**config.mk**
```make
export PLATFORM = sky130hd
export DESIGN_NAME = f_pc_gen_flat
export DESIGN_NICKNAME = d
export VERILOG_FILES = /design/src/rtl/f_pc_gen_pkg.sv /design/src/rtl/f_pc_gen_if.sv /design/src/rtl/f_pc_target.sv /design/src/rtl/f_pc_gen.sv /design/src/flat_wrapper.sv
export SDC_FILE = /design/constraint.sdc
export NUM_CORES = 1
export LEC_CHECK = 0
export BUFFER_PORTS_ARGS = -buffer_cell sky130_fd_sc_hd__buf_4
export CAP_MARGIN = 5
export CORE_MARGIN = 2
export CORE_UTILIZATION = 40
export CTS_CLUSTER_SIZE = 25
export DETAILED_ROUTE_END_ITERATION = 16
export MAX_ROUTING_LAYER = met4
export PLACE_DENSITY = 0.74
export SYNTH_ARGS = -nofsm -noshare
export SYNTH_HDL_FRONTEND = slang
export SYNTH_SLANG_ARGS = --single-unit
```
**constraint.sdc**
```tcl
create_clock -name clk -period 7.7 [get_ports clk]
set_input_delay 0.77 -clock clk [delete_from_list [all_inputs] [get_ports clk]]
set_output_delay 0.77 -clock clk [all_outputs]
set_load 0.01 [all_outputs]
```
**src/rtl/f_pc_gen_pkg.sv**
```systemverilog
// Shared types and defaults for the fetch-stage PC generator.
// Holds the next-PC source encoding and the reset/exception vector defaults.
package f_pc_gen_pkg;

    localparam logic [31:0] DEF_RESET_PC = 32'h0000_3000;
    localparam logic [31:0] DEF_EXC_VEC  = 32'h0000_4180;

    typedef enum logic [2:0] {
        NPC_SEQ,
        NPC_BR,
        NPC_J,
        NPC_JR,
        NPC_PEND,
        NPC_EXC,
        NPC_ERET
    } npc_src_t;

    function automatic logic redir_taken(input logic jump, input logic jr,
                                         input logic branch, input logic cmp);
        return jump | jr | (branch & cmp);
    endfunction

endpackage

```
**src/rtl/f_pc_gen_if.sv**
```systemverilog
// Control/redirect inputs and fetch-address outputs of the PC generator.
// slave = PC generator, master = the D/M-stage control side driving it.
interface f_pc_gen_if #(parameter int XLEN = 32);

    logic            stall;
    logic            imem_ready;
    logic            jump;
    logic            jr;
    logic            branch;
    logic            cmp;
    logic [XLEN-1:0] ra;
    logic [25:0]     imm26;
    logic            exc_req;
    logic            eret;
    logic [XLEN-1:0] epc;
    logic [XLEN-1:0] pc;
    logic [XLEN-1:0] npc;
    logic            pc_adel;
    logic            pend_valid;
    logic            in_bds;

    modport master (
        output stall, imem_ready, jump, jr, branch, cmp, ra, imm26,
               exc_req, eret, epc,
        input  pc, npc, pc_adel, pend_valid, in_bds
    );

    modport slave (
        input  stall, imem_ready, jump, jr, branch, cmp, ra, imm26,
               exc_req, eret, epc,
        output pc, npc, pc_adel, pend_valid, in_bds
    );

endinterface

```
**src/rtl/f_pc_target.sv**
```systemverilog
// Redirect target from the delay-slot pc: jump > jr > branch.
// Latency: combinational; backpressure: none.
module f_pc_target
    import f_pc_gen_pkg::*;
#(
    parameter int XLEN = 32
) (
    input  logic [XLEN-1:0] pc,
    input  logic            jump,
    input  logic            jr,
    input  logic [XLEN-1:0] ra,
    input  logic [25:0]     imm26,
    output logic [XLEN-1:0] tgt,
    output npc_src_t        kind
);

    logic [XLEN-1:0] br_off;

    assign br_off = {{(XLEN-18){imm26[15]}}, imm26[15:0], 2'b00};

    always_comb begin
        tgt  = pc + br_off;
        kind = NPC_BR;
        if (jump) begin
            tgt  = {pc[XLEN-1:28], imm26, 2'b00};
            kind = NPC_J;
        end else if (jr) begin
            tgt  = ra;
            kind = NPC_JR;
        end
    end

endmodule

```
**src/rtl/f_pc_gen.sv**
```systemverilog
// Fetch PC register with exception/eret/redirect selection and a one-entry pending redirect; F_PC_BDS_EN adds delay-slot tracking.
// Latency: redirect lands on pc at the next advancing edge; backpressure: holds pc while imem_ready is low or stall is high.
module f_pc_gen
    import f_pc_gen_pkg::*;
#(
    parameter int              XLEN     = 32,
    parameter logic [XLEN-1:0] RESET_PC = XLEN'(DEF_RESET_PC),
    parameter logic [XLEN-1:0] EXC_VEC  = XLEN'(DEF_EXC_VEC),
    parameter logic [XLEN-1:0] IM_BASE  = XLEN'(32'h0000_3000),
    parameter logic [XLEN-1:0] IM_SIZE  = XLEN'(32'h0000_3000)
) (
    input  logic    clk,
    input  logic    reset,
    f_pc_gen_if.slave bus
);

    localparam logic [XLEN:0] WIN_LO = {1'b0, IM_BASE};
    localparam logic [XLEN:0] WIN_HI = {1'b0, IM_BASE} + {1'b0, IM_SIZE};

    logic [XLEN-1:0] pc_q;
    logic [XLEN-1:0] npc;
    logic [XLEN-1:0] tgt;
    logic [XLEN-1:0] pend_tgt;
    logic            pend_q;
    logic            advance;
    logic            redir;
    logic            hold;
    npc_src_t        kind;
    npc_src_t        src;

    assign advance = bus.imem_ready & ~bus.stall;
    assign redir   = redir_taken(bus.jump, bus.jr, bus.branch, bus.cmp);

    f_pc_target #(.XLEN(XLEN)) u_target (
        .pc    (pc_q),
        .jump  (bus.jump),
        .jr    (bus.jr),
        .ra    (bus.ra),
        .imm26 (bus.imm26),
        .tgt   (tgt),
        .kind  (kind)
    );

    // Exception and eret override both stall and the imem wait.
    always_comb begin
        src  = NPC_SEQ;
        hold = 1'b0;
        if (bus.exc_req)    src  = NPC_EXC;
        else if (bus.eret)  src  = NPC_ERET;
        else if (!advance)  hold = 1'b1;
        else if (pend_q)    src  = NPC_PEND;
        else if (redir)     src  = kind;
    end

    always_comb begin
        npc = pc_q + XLEN'(4);
        if (hold) begin
            npc = pc_q;
        end else begin
            case (src)
                NPC_EXC:                    npc = EXC_VEC;
                NPC_ERET:                   npc = bus.epc;
                NPC_PEND:                   npc = pend_tgt;
                NPC_BR, NPC_J, NPC_JR:      npc = tgt;
                default:                    npc = pc_q + XLEN'(4);
            endcase
        end
    end

    always_ff @(posedge clk or posedge reset) begin
        if (reset) pc_q <= RESET_PC;
        else       pc_q <= npc;
    end

    // D moves on during an imem wait, so the redirect must be captured here;
    // under stall D re-presents it and nothing is latched.
    always_ff @(posedge clk or posedge reset) begin
        if (reset) begin
            pend_q   <= 1'b0;
            pend_tgt <= '0;
        end else if (bus.exc_req || bus.eret) begin
            pend_q   <= 1'b0;
        end else if (advance && pend_q) begin
            pend_q   <= 1'b0;
        end else if (redir && !bus.imem_ready && !bus.stall && !pend_q) begin
            pend_q   <= 1'b1;
            pend_tgt <= tgt;
        end
    end

    logic [XLEN:0] pc_ext;
    assign pc_ext = {1'b0, pc_q};

    assign bus.pc         = pc_q;
    assign bus.npc        = npc;
    assign bus.pend_valid = pend_q;
    assign bus.pc_adel    = (pc_q[1:0] != 2'b00) | (pc_ext < WIN_LO) | (pc_ext >= WIN_HI);

`ifdef F_PC_BDS_EN
    logic ctl_xfer;
    logic bds_hold;

    assign ctl_xfer = bus.jump | bus.jr | bus.branch;

    always_ff @(posedge clk or posedge reset) begin
        if (reset)                                  bds_hold <= 1'b0;
        else if (advance || bus.exc_req || bus.eret) bds_hold <= 1'b0;
        else if (ctl_xfer && !bus.stall)            bds_hold <= 1'b1;
    end

    assign bus.in_bds = (ctl_xfer & ~bus.stall) | bds_hold;
`else
    assign bus.in_bds = 1'b0;
`endif

endmodule

```
**src/flat_wrapper.sv**
```systemverilog
// flat-port wrapper written by rule: the top's interface ports become plain ports
module f_pc_gen_flat import f_pc_gen_pkg::*;
#(
    parameter int              XLEN     = 32,
    parameter logic [XLEN-1:0] RESET_PC = XLEN'(DEF_RESET_PC),
    parameter logic [XLEN-1:0] EXC_VEC  = XLEN'(DEF_EXC_VEC),
    parameter logic [XLEN-1:0] IM_BASE  = XLEN'(32'h0000_3000),
    parameter logic [XLEN-1:0] IM_SIZE  = XLEN'(32'h0000_3000)
)
  (clk, reset, bus_stall, bus_imem_ready, bus_jump, bus_jr, bus_branch, bus_cmp, bus_ra, bus_imm26, bus_exc_req, bus_eret, bus_epc, bus_pc, bus_npc, bus_pc_adel, bus_pend_valid, bus_in_bds);
  f_pc_gen_if #(.XLEN(XLEN)) bus_i ();
  input  logic clk;
  input  logic reset;
  input wire logic [$bits(bus_i.stall)-1:0] bus_stall;
  input wire logic [$bits(bus_i.imem_ready)-1:0] bus_imem_ready;
  input wire logic [$bits(bus_i.jump)-1:0] bus_jump;
  input wire logic [$bits(bus_i.jr)-1:0] bus_jr;
  input wire logic [$bits(bus_i.branch)-1:0] bus_branch;
  input wire logic [$bits(bus_i.cmp)-1:0] bus_cmp;
  input wire logic [$bits(bus_i.ra)-1:0] bus_ra;
  input wire logic [$bits(bus_i.imm26)-1:0] bus_imm26;
  input wire logic [$bits(bus_i.exc_req)-1:0] bus_exc_req;
  input wire logic [$bits(bus_i.eret)-1:0] bus_eret;
  input wire logic [$bits(bus_i.epc)-1:0] bus_epc;
  output wire logic [$bits(bus_i.pc)-1:0] bus_pc;
  output wire logic [$bits(bus_i.npc)-1:0] bus_npc;
  output wire logic [$bits(bus_i.pc_adel)-1:0] bus_pc_adel;
  output wire logic [$bits(bus_i.pend_valid)-1:0] bus_pend_valid;
  output wire logic [$bits(bus_i.in_bds)-1:0] bus_in_bds;
  assign bus_i.stall = bus_stall;
  assign bus_i.imem_ready = bus_imem_ready;
  assign bus_i.jump = bus_jump;
  assign bus_i.jr = bus_jr;
  assign bus_i.branch = bus_branch;
  assign bus_i.cmp = bus_cmp;
  assign bus_i.ra = bus_ra;
  assign bus_i.imm26 = bus_imm26;
  assign bus_i.exc_req = bus_exc_req;
  assign bus_i.eret = bus_eret;
  assign bus_i.epc = bus_epc;
  assign bus_pc = bus_i.pc;
  assign bus_npc = bus_i.npc;
  assign bus_pc_adel = bus_i.pc_adel;
  assign bus_pend_valid = bus_i.pend_valid;
  assign bus_in_bds = bus_i.in_bds;
  f_pc_gen #(.XLEN(XLEN), .RESET_PC(RESET_PC), .EXC_VEC(EXC_VEC), .IM_BASE(IM_BASE), .IM_SIZE(IM_SIZE)) u_core (.clk(clk), .reset(reset), .bus(bus_i));
endmodule
```
==> impl_metrics.tcl, run 1 <==
set metrics [dict create \
    outcome "complete, no violations" \
    fin_tns_setup_ns 0 \
    stdcell_area_um2 7710 \
    start_kind "input port" \
    yosysWarnings 0 \
    drtPass1Iterations 5 \
    nFillCells 1480 \
    cts_resized 0 \
    gp_congestion 0.969 \
    async_reset_ff_share_pct 100 \
    min_path_type "flop to flop" \
    end_kind "primary output" \
    utilization_pct 51.1 \
    ctsLongestPathBuffers 2 \
    period_minus_slack_ns 4.62 \
    holdPathStages 2 \
    synth-edff-count 0 \
    instances_no_fill 1136 \
    synth-seq-cells 65 \
    final_nets 1075 \
    relSlewSlack_pct 33.1 \
    drc 0 \
    synth_area_per_cell_um2 7.63 \
    via_count 7064 \
    grt.overflow.total 0 \
    cts_tree "built" \
    path_delay_family "simple AND/OR/NAND/NOR gates" \
    grt_pass1_wl_um 35900 \
    antenna_found_initial 0 \
    core-area_um2 15100 \
    min_period_over_period_pct 59.9 \
    ant_nets 0 \
    fin_skew_ns 0.00710 \
    crit_chain "buf_4 -> nand2b_1 -> nor2_1 -> nor3_1 -> nand2_1 -> o41ai_1 -> buf_4" \
    grt_max_degree 66 \
    finalSetupViolCount 0 \
    boundaryPins 167 \
    syn_area_um2 6140 \
    grt_pass1_vias 6546 \
    routed_via_density 6.22 \
    routed_wl_um 23400 \
    r2r_cells 11 \
    cts_root_buffer "clkbuf_16" \
    routedWlPerCell_um 20.6 \
    leakagePower_nw 3.50 \
    r2r-start "u_core.bus.pc[2]" \
    synth_seq_area_share_pct 26.5 \
    synth_nets 937 \
    critPathMaxFanout 19 \
    dieWidth_um 128 \
    maxSlewViolCount 0 \
    cts_setup_buffers 0 \
    yosys.area.top_type "dfrtp_1" \
    dp_hpwl_um 17500 \
    crit_cells 7 \
    place_inst 1120 \
    yosysUniqueCellTypes 80 \
    place_area_um2 7430 \
    cts_buffers 9 \
    critical_path_buf_inv_count 2 \
    initial_core_util_pct 40.7 \
    max_freq_mhz 217 \
    critPathKind "input port to primary output" \
    drt_iter0_drc 878 \
    io_buffers 165 \
    syn_inst 805 \
    synth.area.top_cells "dfrtp_1, nand2_1, o21ai_0" \
    worstMarginPinSlew_ns 0.996 \
    synth_top_area_share_pct 25.7 \
    powerDensity_nw_per_um2 187 \
    rows 45 \
    clkSinkCount 65 \
    n_antenna_cell 0 \
    synth_top_cells_by_count "nand2_1, o21ai_0, a21oi_1" \
    path_common_cell "buf_4" \
    crit_path_top_delay_cell "o41ai_1" \
    drive_above_1_share_pct 23.0 \
    dieArea_um2 16400 \
    clkTransAtPathRegs_ns 0.05 \
    area_delta_synth_final_pct 25.5 \
    grt_use_total_pct 28.9 \
    rsz0062_at_grt "false" \
    die_h_um 128 \
    ir_drop_mv 0.103 \
    synth.most_common_cell "nand2_1" \
    cp.required_ns 6.93 \
    cts_hold_buf 0 \
    clock_latency_ns 0.34 \
    holdCritStartpoint "u_core.pend_tgt[4]" \
    hold_viol 0 \
    h-tree-depth 3 \
    arrival_ns 3.85 \
    max_stage_delay_ns 0.87 \
    synth_ff_type "dfrtp_1" \
    cp-startpoint "bus_stall" \
    drv_cap 0 \
]
-- tightest hold or removal path: cells and delay by family, from the launching register on --
family / cells / cell delay, ns
DFF: 1 / 0.33
AOI/OAI and AO/OA: 1 / 0.06
and+or+nand+nor: 1 / 0.05
-- layout make-up --
class,count,area [um^2],area share (%)
multi-input combinational,677,4200,54.5
clock inverter,4,45.0,0.584
clock buffer,12,236,3.07
timing repair buffer,173,1300,16.8
inverter,17,63.8,0.827
sequential,65,1630,21.1
tap,188,235,3.05
-- state kept, by name (all words and copies together), names as in the netlist --
register	cells
u_core.bus.pc	32
u_core.pend_tgt	32
u_core.bus.pend_valid	1
-- cells by family after synthesis --
logic type	share of synthesized area, %
xor+xnor	4.13
simple gates	21.6
fa+ha+maj	6.64
flops	26.5
mux	4.85
buf+inv	5.27
compound gates	31.0
other cells	0.0610
-- stage by stage --
| step | hold WS [ns] | setup slack [ns] | total power, mW |
|---|---|---|---|
| floorplan | 0.448 | 3.94 | 0.817 |
| global placement | 0.459 | 3.25 | 1.03 |
| detailed placement | 0.467 | 3.20 | 1.03 |
| CTS | 0.478 | 3.20 | 1.43 |
| global route | 0.500 | 2.87 | 1.52 |
| finish | 0.475 | 3.08 | 1.44 |
-- where the power goes --
group	internal (mW)	total (mW)	switching (mW)
Clock	0.249	0.400	0.151
Combinational	0.242	0.560	0.318
Sequential	0.405	0.482	0.0768
-- cells in the final DEF, fill, tap and decap left out, types with 10 or more instances in the layout --
cell,synthesis,layout
o31ai_1,11,11
dfrtp_1,63,63
nand3_1,16,16
o211ai_1,16,16
a21o_1,14,14
o22ai_1,17,17
inv_1,16,15
nand2_1,125,125
nor3_1,16,15
buf_4,6,173
nor2_1,66,66
xor2_1,14,14
nand4_1,16,16
xnor2_1,15,15
mux2i_1,23,23
o21ai_0,82,82
a21oi_1,77,76
a211oi_1,11,11
ha_1,31,31
nor4_1,10,10
-- worst paths after layout --
path / endpoint / slack, ns
worst max register to register: u_core.pend_tgt[24] / 4.35
worst min-delay path: u_core.pend_tgt[4] / 0.48
worst min register to register: u_core.pend_tgt[4] / 0.48
min in group asynchronous: u_core.bus.pc[26] / 0.70
max in group asynchronous: u_core.pend_tgt[3] / 6.43
worst max-delay path: bus_npc[20] / 3.08
-- metal layers --
metal  GRT usage, %  vias to the layer above  share of wire [%]
met3           4.51                       54                9.9
li1               -                     3279                  -
met2           42.9                      439                 44
met5              -                        -                  0
met1           40.5                     3292                 43
met4           9.50                        0                2.9
(Power assumes the default switching activity.)
==> inputs of run 2 (changes only) <==
==> constraint.sdc (replaced) <==
create_clock -name clk -period 4.8 [get_ports clk]
set_input_delay 0.48 -clock clk [delete_from_list [all_inputs] [get_ports clk]]
set_output_delay 0.48 -clock clk [all_outputs]
set_load 0.01 [all_outputs]
==> impl_metrics.tcl, run 2 (synthesis gave the netlist of run 1 again) <==
set metrics [dict create \
    ctsLongestPathBuffers 2 \
    ant_nets 0 \
    cts_root_buffer "clkbuf_16" \
    routedWlPerCell_um 20.3 \
    grt_pass1_vias 6400 \
    place_area_um2 7510 \
    outcome "complete, no violations" \
    critPathKind "flop to primary output" \
    initial_core_util_pct 40.7 \
    dp_hpwl_um 17600 \
    p_switching_uw 871 \
    period_minus_slack_ns 4.16 \
    max_freq_mhz 241 \
    relSlewSlack_pct 39.5 \
    rrSetupSlack_ns 1.43 \
    min_period_over_period_pct 86.6 \
    r2r-start "u_core.bus.pc[2]" \
    grt.overflow.total 0 \
    boundaryPins 167 \
    whs_ns 0.404 \
    r2r_cells 11 \
    p_total_mw 2.36 \
    h-tree-depth 3 \
    arrival_ns 3.68 \
    cp-startpoint "u_core.bus.pc[2]" \
    layout_common_cells "buf_4, nand2_1, o21ai_0" \
    p_int_mw 1.49 \
    cts_setup_buffers 0 \
    power.share.clock_pct 28.9 \
    end_kind "primary output" \
    area_delta_synth_final_pct 27.2 \
    grt_use_total_pct 28.4 \
    routed_wl_um 23300 \
    leakagePower_nw 3.57 \
    switching_share_pct 36.9 \
    dieWidth_um 128 \
    gp_congestion 1.00 \
    n_antenna_cell 0 \
    worstMarginPinSlew_ns 0.904 \
    cts_resized 0 \
    clock_latency_ns 0.33 \
    drt_iter0_drc 755 \
    clkSinkCount 65 \
    antenna_found_initial 0 \
    maxSlewViolCount 0 \
    core-area_um2 15100 \
    ir_drop_mv 0.130 \
    fin_skew_ns 0.00830 \
    drive_above_1_share_pct 23.9 \
    cts_buffers 9 \
    dp_slack_ns 1.01 \
    via_count 7053 \
    power_frac_seq_pct 32.3 \
    finalSetupViolCount 0 \
    drc 0 \
    setup_slack_ns 0.644 \
    worstReg2RegEnd "u_core.pend_tgt[24]" \
    final_nets 1086 \
    clkTransAtPathRegs_ns 0.06 \
    min_path_type "input port to asynchronous set/reset pin" \
    powerDensity_nw_per_um2 302 \
    fin_tns_setup_ns 0 \
    rows 45 \
    grt_max_degree 66 \
    cp.required_ns 4.32 \
    hold_viol 0 \
    drv_cap 0 \
    dieArea_um2 16400 \
    cts_hold_buf 0 \
    stdcell_area_um2 7820 \
    p_comb_share_pct 38.8 \
    start_kind "flop" \
    rsz0062_at_grt "false" \
    cts_tree "built" \
    drtPass1Iterations 6 \
    final_common_cell "buf_4" \
    grt_pass1_wl_um 35100 \
    io_buffers 165 \
    critPathMaxFanout 9 \
    die_h_um 128 \
    routed_via_density 6.15 \
]
[run 2: cell count changes in the layout (fill, tap and decap cells not counted), sizes merged]
cell	previous run	this run
buf	173	184
clkbuf	12	14
clkinv	3	1
[run 2: worst max-delay path by stage]
stage                   to  cells past startpoint
2_1_floorplan  bus_npc[12]                     11
3_3_place_gp   bus_npc[30]                     12
3_5_place_dp   bus_npc[30]                     12
4_1_cts        bus_npc[12]                     12
5_1_grt        bus_npc[31]                     11
6_report       bus_npc[12]                     12
[run 2: power groups by stage]
stage                     clock network, mW  logic (mW)  registers, mW
final                                 0.683       0.916          0.763
after global routing                  0.716       0.999          0.774
after CTS                             0.688       0.905          0.757
after detailed placement                  0       0.898          0.764
after global placement                    0       0.898          0.761
after floorplan                           0       0.567          0.744
[run 2: area by class of cell]
cell class              instances  area (um^2)
clock buffers                  14          274
multi-input cells             677         4200
clock inverters                 2         35.0
repair buffers                184         1380
inverters                      17         63.8
fillers                      1503         7270
well taps                     188          235
flip-flops and latches         65         1630
[run 2: per-layer routing]
| metal | vias to the layer above | GRT usage (%) | share of wire, % |
|---|---|---|---|
| met2 | 400 | 43.0 | 45 |
| met4 | 0 | 7.69 | 2.2 |
| li1 | 3304 | - | - |
| met1 | 3312 | 38.2 | 42 |
| met3 | 37 | 6.64 | 11 |
| met5 | - | - | 0 |
[run 2: metrics by stage]
step                std cells  util [%]
floorplan                 805         -
global placement         1131      49.8
detailed placement       1131      49.8
CTS                      1147      51.8
global route             1147      51.8
finish                   1147      51.8
[run 2: critical path, stage by stage, from the launching register on]
cell and delay, ns:
dfrtp_1 0.49, ha_1 0.28, fa_1 0.43, a211oi_1 0.36
o21ai_1 0.19, a21boi_0 0.31, o21ai_0 0.15, xnor2_1 0.14
o211ai_1 0.15, o21ai_0 0.19, a211oi_1 0.29, o32a_1 0.23
buf_4 0.14
